==> config.mk <==
export PLATFORM = sky130hd
export DESIGN_NAME = spm_sequencer_flat
export DESIGN_NICKNAME = d
export VERILOG_FILES = /design/src/rtl/spm_sequencer_if.sv /design/src/rtl/spm_sequencer.sv /design/src/flat_wrapper.sv
export SDC_FILE = /design/constraint.sdc
export NUM_CORES = 1
export LEC_CHECK = 0
export CORE_ASPECT_RATIO = 0.7
export CORE_MARGIN = 8
export CORE_UTILIZATION = 55
export CTS_CLUSTER_DIAMETER = 80
export CTS_CLUSTER_SIZE = 30
export DETAILED_ROUTE_END_ITERATION = 16
export PLACE_DENSITY = 0.87
export SYNTH_ARGS = -nofsm -noshare
export SYNTH_HDL_FRONTEND = slang
export SYNTH_SLANG_ARGS = --single-unit
export TNS_END_PERCENT = 30
==> constraint.sdc <==
create_clock -name clk -period 6.1 [get_ports clk]
set_clock_uncertainty 0.1 [all_clocks]
set_input_delay 1.525 -clock clk [delete_from_list [all_inputs] [get_ports clk]]
set_output_delay 1.525 -clock clk [all_outputs]
set_load 0.01 [all_outputs]
==> src/rtl/spm_sequencer_if.sv <==
// Handshake and serial-datapath signals of the signed serial-parallel multiply sequencer.
// The requester side (master) drives the operands and the datapath's serial product bit.
interface spm_sequencer_if #(
    parameter int WIDTH = 8
);
    logic                 start;
    logic [WIDTH-1:0]     mc;
    logic [WIDTH-1:0]     mp;
    logic                 busy;
    logic                 done;
    logic [2*WIDTH-1:0]   product;
    logic                 spm_clr;
    logic [WIDTH-1:0]     spm_x;
    logic                 spm_y;
    logic                 spm_p;

    modport master (
        output start, mc, mp, spm_p,
        input  busy, done, product, spm_clr, spm_x, spm_y
    );

    modport slave (
        input  start, mc, mp, spm_p,
        output busy, done, product, spm_clr, spm_x, spm_y
    );
endinterface

==> src/rtl/spm_sequencer.sv <==
// Sign-magnitude wrapper around an unsigned serial-parallel multiplier: feeds |mc| and |mp|,
// collects the product LSB-first and re-applies the sign with a serial two's-complement stage.
module spm_sequencer #(
    parameter int WIDTH = 8
) (
    input  logic          clk,
    input  logic          rst,
    spm_sequencer_if.slave bus
);
    localparam int PW = 2 * WIDTH;
    localparam int CW = $clog2(PW) + 1;
    localparam logic [CW-1:0] LAST = CW'(PW - 1);

    typedef enum logic [1:0] {IDLE, LOAD, RUN, DONE} state_t;

    state_t          state;
    logic [CW-1:0]   cnt;
    logic [WIDTH-1:0] y_sr;
    logic [PW-1:0]   acc;
    logic            neg;
    logic            f;
    logic            s_bit;

    // Unsigned magnitude; the most negative value maps onto 2^(WIDTH-1) without overflow.
    function automatic logic [WIDTH-1:0] mag(input logic [WIDTH-1:0] v);
        return v[WIDTH-1] ? (~v + 1'b1) : v;
    endfunction

    // Serial negate: pass bits up to and including the first 1, invert every bit after it.
    assign s_bit = bus.spm_p ^ (neg & f);

    // NOTE: every output is a register written in this one block, so busy/done/spm_* never glitch
    // and the async reset clears them in the same place as the state.
    always_ff @(posedge clk or negedge rst) begin
        if (!rst) begin
            state       <= IDLE;
            cnt         <= '0;
            y_sr        <= '0;
            acc         <= '0;
            neg         <= 1'b0;
            f           <= 1'b0;
            bus.busy    <= 1'b0;
            bus.done    <= 1'b0;
            bus.product <= '0;
            bus.spm_clr <= 1'b0;
            bus.spm_x   <= '0;
            bus.spm_y   <= 1'b0;
        end else begin
            case (state)
                IDLE: begin
                    if (bus.start) begin
                        state       <= LOAD;
                        bus.busy    <= 1'b1;
                        bus.spm_clr <= 1'b1;
                        bus.spm_x   <= mag(bus.mc);
                        y_sr        <= mag(bus.mp);
                        neg         <= bus.mc[WIDTH-1] ^ bus.mp[WIDTH-1];
                        cnt         <= '0;
                        f           <= 1'b0;
                    end
                end
                LOAD: begin
                    state       <= RUN;
                    bus.spm_clr <= 1'b0;
                    bus.spm_y   <= y_sr[0];
                    y_sr        <= y_sr >> 1;
                    acc         <= '0;
                end
                RUN: begin
                    acc <= {s_bit, acc[PW-1:1]};
                    f   <= f | bus.spm_p;
                    if (cnt == LAST) begin
                        state       <= DONE;
                        bus.product <= {s_bit, acc[PW-1:1]};
                        bus.done    <= 1'b1;
                        bus.spm_y   <= 1'b0;
                    end else begin
                        cnt       <= cnt + 1'b1;
                        // y_sr is empty after WIDTH shifts, so the upper half of RUN feeds zeros.
                        bus.spm_y <= y_sr[0];
                        y_sr      <= y_sr >> 1;
                    end
                end
                DONE: begin
                    state    <= IDLE;
                    bus.done <= 1'b0;
                    bus.busy <= 1'b0;
                end
                default: state <= IDLE;
            endcase
        end
    end
endmodule

==> src/flat_wrapper.sv <==
// flat-port wrapper written by rule: the top's interface ports become plain ports
module spm_sequencer_flat 
#(
    parameter int WIDTH = 8
)
  (clk, rst, bus_start, bus_mc, bus_mp, bus_spm_p, bus_busy, bus_done, bus_product, bus_spm_clr, bus_spm_x, bus_spm_y);
  spm_sequencer_if #(.WIDTH(WIDTH)) bus_i ();
  input  logic clk;
  input  logic rst;
  input wire logic [$bits(bus_i.start)-1:0] bus_start;
  input wire logic [$bits(bus_i.mc)-1:0] bus_mc;
  input wire logic [$bits(bus_i.mp)-1:0] bus_mp;
  input wire logic [$bits(bus_i.spm_p)-1:0] bus_spm_p;
  output wire logic [$bits(bus_i.busy)-1:0] bus_busy;
  output wire logic [$bits(bus_i.done)-1:0] bus_done;
  output wire logic [$bits(bus_i.product)-1:0] bus_product;
  output wire logic [$bits(bus_i.spm_clr)-1:0] bus_spm_clr;
  output wire logic [$bits(bus_i.spm_x)-1:0] bus_spm_x;
  output wire logic [$bits(bus_i.spm_y)-1:0] bus_spm_y;
  assign bus_i.start = bus_start;
  assign bus_i.mc = bus_mc;
  assign bus_i.mp = bus_mp;
  assign bus_i.spm_p = bus_spm_p;
  assign bus_busy = bus_i.busy;
  assign bus_done = bus_i.done;
  assign bus_product = bus_i.product;
  assign bus_spm_clr = bus_i.spm_clr;
  assign bus_spm_x = bus_i.spm_x;
  assign bus_spm_y = bus_i.spm_y;
  spm_sequencer #(.WIDTH(WIDTH)) u_core (.clk(clk), .rst(rst), .bus(bus_i));
endmodule
======== Word-level counts from Yosys, hierarchy flattened ========
Index checks and enable logic that the tools add are counted.
cells by class
  bitwise operators ....................... 6
  equal/unequal tests ..................... 7
  muxes and demuxes ....................... 21
  reductions and logical operators ........ 16
  add/sub/neg operators ................... 3
operators with widths
  cell                 number
  $mux 8               4
  $pmux 16 s2          1
  $pmux 8 s3           1
  $add 8x1->8 const B  2
  $not 8->8            2
  $reduce_and 2->1     7
  $mux 5               2
  $pmux 1 s2           5
  $pmux 5 s2           1
  $reduce_bool 2->1    5
  $pmux 2 s4           1
  $reduce_and 3->1     2
  $add 5x1->5 const B  1
  $eq 5x4->1 const B   1
  $eq 2x2->1 const B   2
  $mux 1               4
  $mux 2               2
  $ne 2x2->1 const B   2
  $reduce_bool 3->1    1
  $eq 2x1->1 const B   1
  $logic_not 2->1      1
  $ne 2x1->1 const B   1
  $xor 1x1->1          2
  $and 1x1->1          1
  $or 1x1->1           1
word-level totals
  bits in registers ....................... 61
  output and inout port bits .............. 28
  logic and storage cells ................. 65
  input port bits ......................... 20

======== Logic depth before layout (Yosys ltp) ========
  depth after elaboration ................. 5
  depth in mapped cells ................... 9

======== Worst setup path before layout ========
Ideal clock, no wire load.
  path kind ............................... input to register
  start point ............................. input port bus_mp[4]
  end point ............................... register u_core.y_sr[6]
  stages on the path ...................... 3
  arrival ................................. 2.388 ns
  slack ................................... 3.490 ns
  required time ........................... 5.879 ns
  setup time .............................. 0.121 ns
  cell sequence ........................... or4_4 a221oi_2 o21ai_2
between the ends
  longest elaborated chain between the ends .. 5
ends and longest elaborated chain
  item                  RTL line             text
  start, declared       flat_wrapper.sv:12   input wire logic [$bits(bus_i.mp)-1:0] bus_mp;
  $not 8->8             spm_sequencer.sv:26  return v[WIDTH-1] ? (~v + 1'b1) : v;
  $add 8x1->8           spm_sequencer.sv:26
  $mux 8                spm_sequencer.sv:26
  $mux 8                spm_sequencer.sv:51  if (bus.start) begin
  $pmux 8 s3            spm_sequencer.sv:49  case (state)
  end signal, assigned  spm_sequencer.sv:56  y_sr <= mag(bus.mp);
  end signal, assigned  spm_sequencer.sv:66  y_sr <= y_sr >> 1;
  end signal, assigned  spm_sequencer.sv:81  y_sr <= y_sr >> 1;
  end, declared         spm_sequencer.sv:18  logic [WIDTH-1:0] y_sr;
No other way between the ends. The select of a mux whose other input is x is not followed.
A chain may end at the register's enable or synchronous reset.

======== Final worst setup path ========
  start point ............................. register u_core.cnt[0]
  end point ............................... register u_core.y_sr[4]
between the ends
  longest elaborated chain between the ends .. 3
ends and longest elaborated chain
  item                               RTL line             text
  start, declared                    spm_sequencer.sv:17  logic [CW-1:0] cnt;
  start signal, assigned             spm_sequencer.sv:78  cnt <= cnt + 1'b1;
  $eq 5x4->1                         spm_sequencer.sv:72  if (cnt == LAST) begin
  $ne 2x2->1 (no source line)        --
  $reduce_and 3->1 (no source line)  --
No other way between the ends.

==> metrics.txt <==
outcome=finished, final reports clean; sequential power share=a little under two fifths; H-tree Lvls=3; setup ws final=between 3 and 4 ns; Setup TNS=0 ns; Synth Flop Type=dfrtp_1; Least-Margin Pin Slew=roughly 0.97 ns; io pins=48; Post-synth EDFFs=0; Hold Crit Class=reg -> reg; Critical Path RT=between 6 and 7 ns; Critical Path End Type=register; Nets=around 370; setup violators final=0; core area=5150 µm²; total design power=1.45 mW; post-route ant nets=0; n_diodes=0; synthesized area=2880 µm²; first-pass GRT wire length=10500 µm; CTS tree=yes; Die H=76.6 µm; TritonCTS buffer count=9; Hold Buf Count CTS=0; root buf cell=clkbuf_8; final period demand of the worst path=approximately 2.9 ns; Lkg Pwr=roughly 1.6 nW; Post-Place Worst Slack=around 2.9 ns; Comb pwr share=between 30 and 40%; First-pass DRT Iterations=4; PwrDens=between 400 and 500 nW/µm²; crit start category=register; synth cell count leaders=60 x dfrtp_1, 51 x o21ai_0, 42 x nand2_1; Port Buffers=47; Clock power frac=a little under a quarter; First DRT Iteration DRCs=around 140; clk buf depth=2; initial antenna violation count=0; met2 usage=between 20% and 30%; final hold violations=0; Synth async-reset ratio=100%; internal power=a little over 0.9 mW; Initial Util=56.0%; P&R area growth vs syn=24.0%; vias in the first global route=between 2000 and 2500; Max IR drop VDD=0.272 mV; worst path arrival time=slightly above 3 ns; most crowded layer after global routing=met2; count leader, synth=dfrtp_1; RSZ-0062 raised after global routing=false; Post-DP HPWL=4280 µm; Die Wd=between 100 and 150 µm; # Max-Cap Violations=0; Seq/Total Area, Yosys=52.1%; Util after Layout=a little over two thirds; Worst-path clk slew=roughly 0.060 ns; share of the synthesized area in the top cell type=52.1%; GPL Wtd Cong=approximately 0.78; Switch Pwr=0.541 mW; CTS sink cnt=60; die area=a little under 8000 µm²; Post-CTS Setup Bufs=0; synth top area cells=dfrtp_1 52%, o21ai_0 8.9%, nand2_1 5.5%, ha_1 3.5%, inv_1 3.1%; Mapped Nets=roughly 330; Setup CP Type=reg -> reg; largest net degree at the start of global routing=61; largest area contributor in the synthesized netlist=dfrtp_1; count of cell types in the netlist=42; WL final=about 6000 µm; Synth Warn #=0; CP Max Fanout=33; final period utilization=just under 50%; post-synthesis register bit count=60; Sw Share=a little under two fifths; Slew HR=approximately a third; layout cells sized above 1=between 7 and 8%; Clk Latency, worst-skew pair=about 0.33 ns; Post-CTS Resized=0; grt total ovfl=0; GR Util All Layers=between 10% and 20%; Fmax=between 300 and 400 MHz; met3 Use GR=between 5 and 6%; Hold WS=between 0.3 and 0.4 ns; mean post-synth cell area=9.67 µm²; DR vias=2240; detail-routed via count per cell=between 5 and 6; Synth Instances=~300; Rows=22; GRT met1 Usage=21.9%; routed wire length per instance=14.3 µm; DR DRC count=0; Final Slew Violations=0
==> final cells by class <==
class	instances	area (µm²)
flip-flops and latches	60	1500
clock buffers	10	138
multi-input cells	198	1220
fillers	417	1570
inverters	24	90.1
well taps	72	90.1
clock inverters	5	52.6
repair buffers	50	488
==> worst max-delay path: stages (launching register included) <==
cell,delay (ns)
dfrtp_1,0.42
ha_1,0.24
and3_1,0.19
ha_1,0.31
nand2_1,0.76
o311ai_4,0.42
mux2i_1,0.25
o31ai_1,0.10
==> logic make-up (layout without fill, tap and decap cells) <==
group / count (synthesis) / in the layout / share of synthesized area, %
buffers and inverters: 40 / 89 / 5.73
XOR/XNOR: 10 / 10 / 3.04
AND/OR/NAND/NOR: 89 / 89 / 14.7
AO/OA/AOI/OAI: 82 / 82 / 17.8
multiplexers: 9 / 9 / 3.21
adder cells (fa/ha/maj): 8 / 8 / 3.47
flip-flops: 60 / 60 / 52.1
==> sequential cells by signal, indices dropped and copies added (netlist names) <==
| register | cells |
|---|---|
| u_core.bus.spm_x | 8 |
| u_core.bus.spm_y | 1 |
| u_core.f | 1 |
| u_core.cnt | 5 |
| u_core.neg | 1 |
| u_core.bus.product | 16 |
| u_core.bus.busy | 1 |
| u_core.bus.spm_clr | 1 |
| u_core.bus.done | 1 |
| u_core.state | 2 |
| u_core.acc | 15 |
| u_core.y_sr | 8 |
==> through the flow <==
| stage | cells | area, µm² |
|---|---|---|
| 2_1_floorplan | 298 | 2880 |
| 3_3_place_gp | 404 | 3390 |
| 3_5_place_dp | 404 | 3390 |
| 4_1_cts | 419 | 3580 |
| 5_1_grt | 419 | 3580 |
| 6_report | 419 | 3580 |
==> metal layers <==
| metal | vias up | routed length, µm |
|---|---|---|
| met2 | 62 | 2840 |
| met4 | 0 | 48 |
| met1 | 1071 | 2760 |
| met3 | 4 | 325 |
| li1 | 1103 | - |
| met5 | - | 0 |
==> final timing paths <==
| kind | from | end | slack, ns | cells after the start |
|---|---|---|---|---|
| max in group asynchronous | rst | u_core.bus.done | 4.17 | 2 |
| worst min register to register | u_core.y_sr[7] | u_core.y_sr[7] | 0.37 | 1 |
| min in group asynchronous | rst | u_core.cnt[2] | 1.24 | 2 |
| worst min-delay path | u_core.y_sr[7] | u_core.y_sr[7] | 0.37 | 1 |
| worst max register to register | u_core.cnt[0] | u_core.y_sr[4] | 3.16 | 7 |
| worst max-delay path | u_core.cnt[0] | u_core.y_sr[4] | 3.16 | 7 |
==> cells in the final DEF (no fill, tap or decap), drive strengths merged, types with 2 or more instances in the layout <==
cell            n
dfrtp          60
o21ai          53
clkdlybuf4s50  46
nand2          42
inv            24
nand3          16
clkbuf         10
nor2            8
ha              8
nand2b          7
a21oi           7
xnor2           7
mux2i           7
a22o            5
nor3            5
o31ai           4
buf             4
xor2            3
clkinv          3
and3            2
a21o            2
mux2            2
nor2b           2
o31a            2
o211ai          2
a221oi          2
==> power by group through the flow <==
stage                     clock network [mW]  registers [mW]  logic [mW]
after floorplan                            0           0.549       0.391
after global placement                     0           0.541       0.544
after detailed placement                   0           0.547       0.569
after CTS                              0.350           0.541       0.567
after global routing                   0.366           0.552       0.634
final                                  0.339           0.542       0.565
No activity file was read; power rests on OpenSTA's default activity.
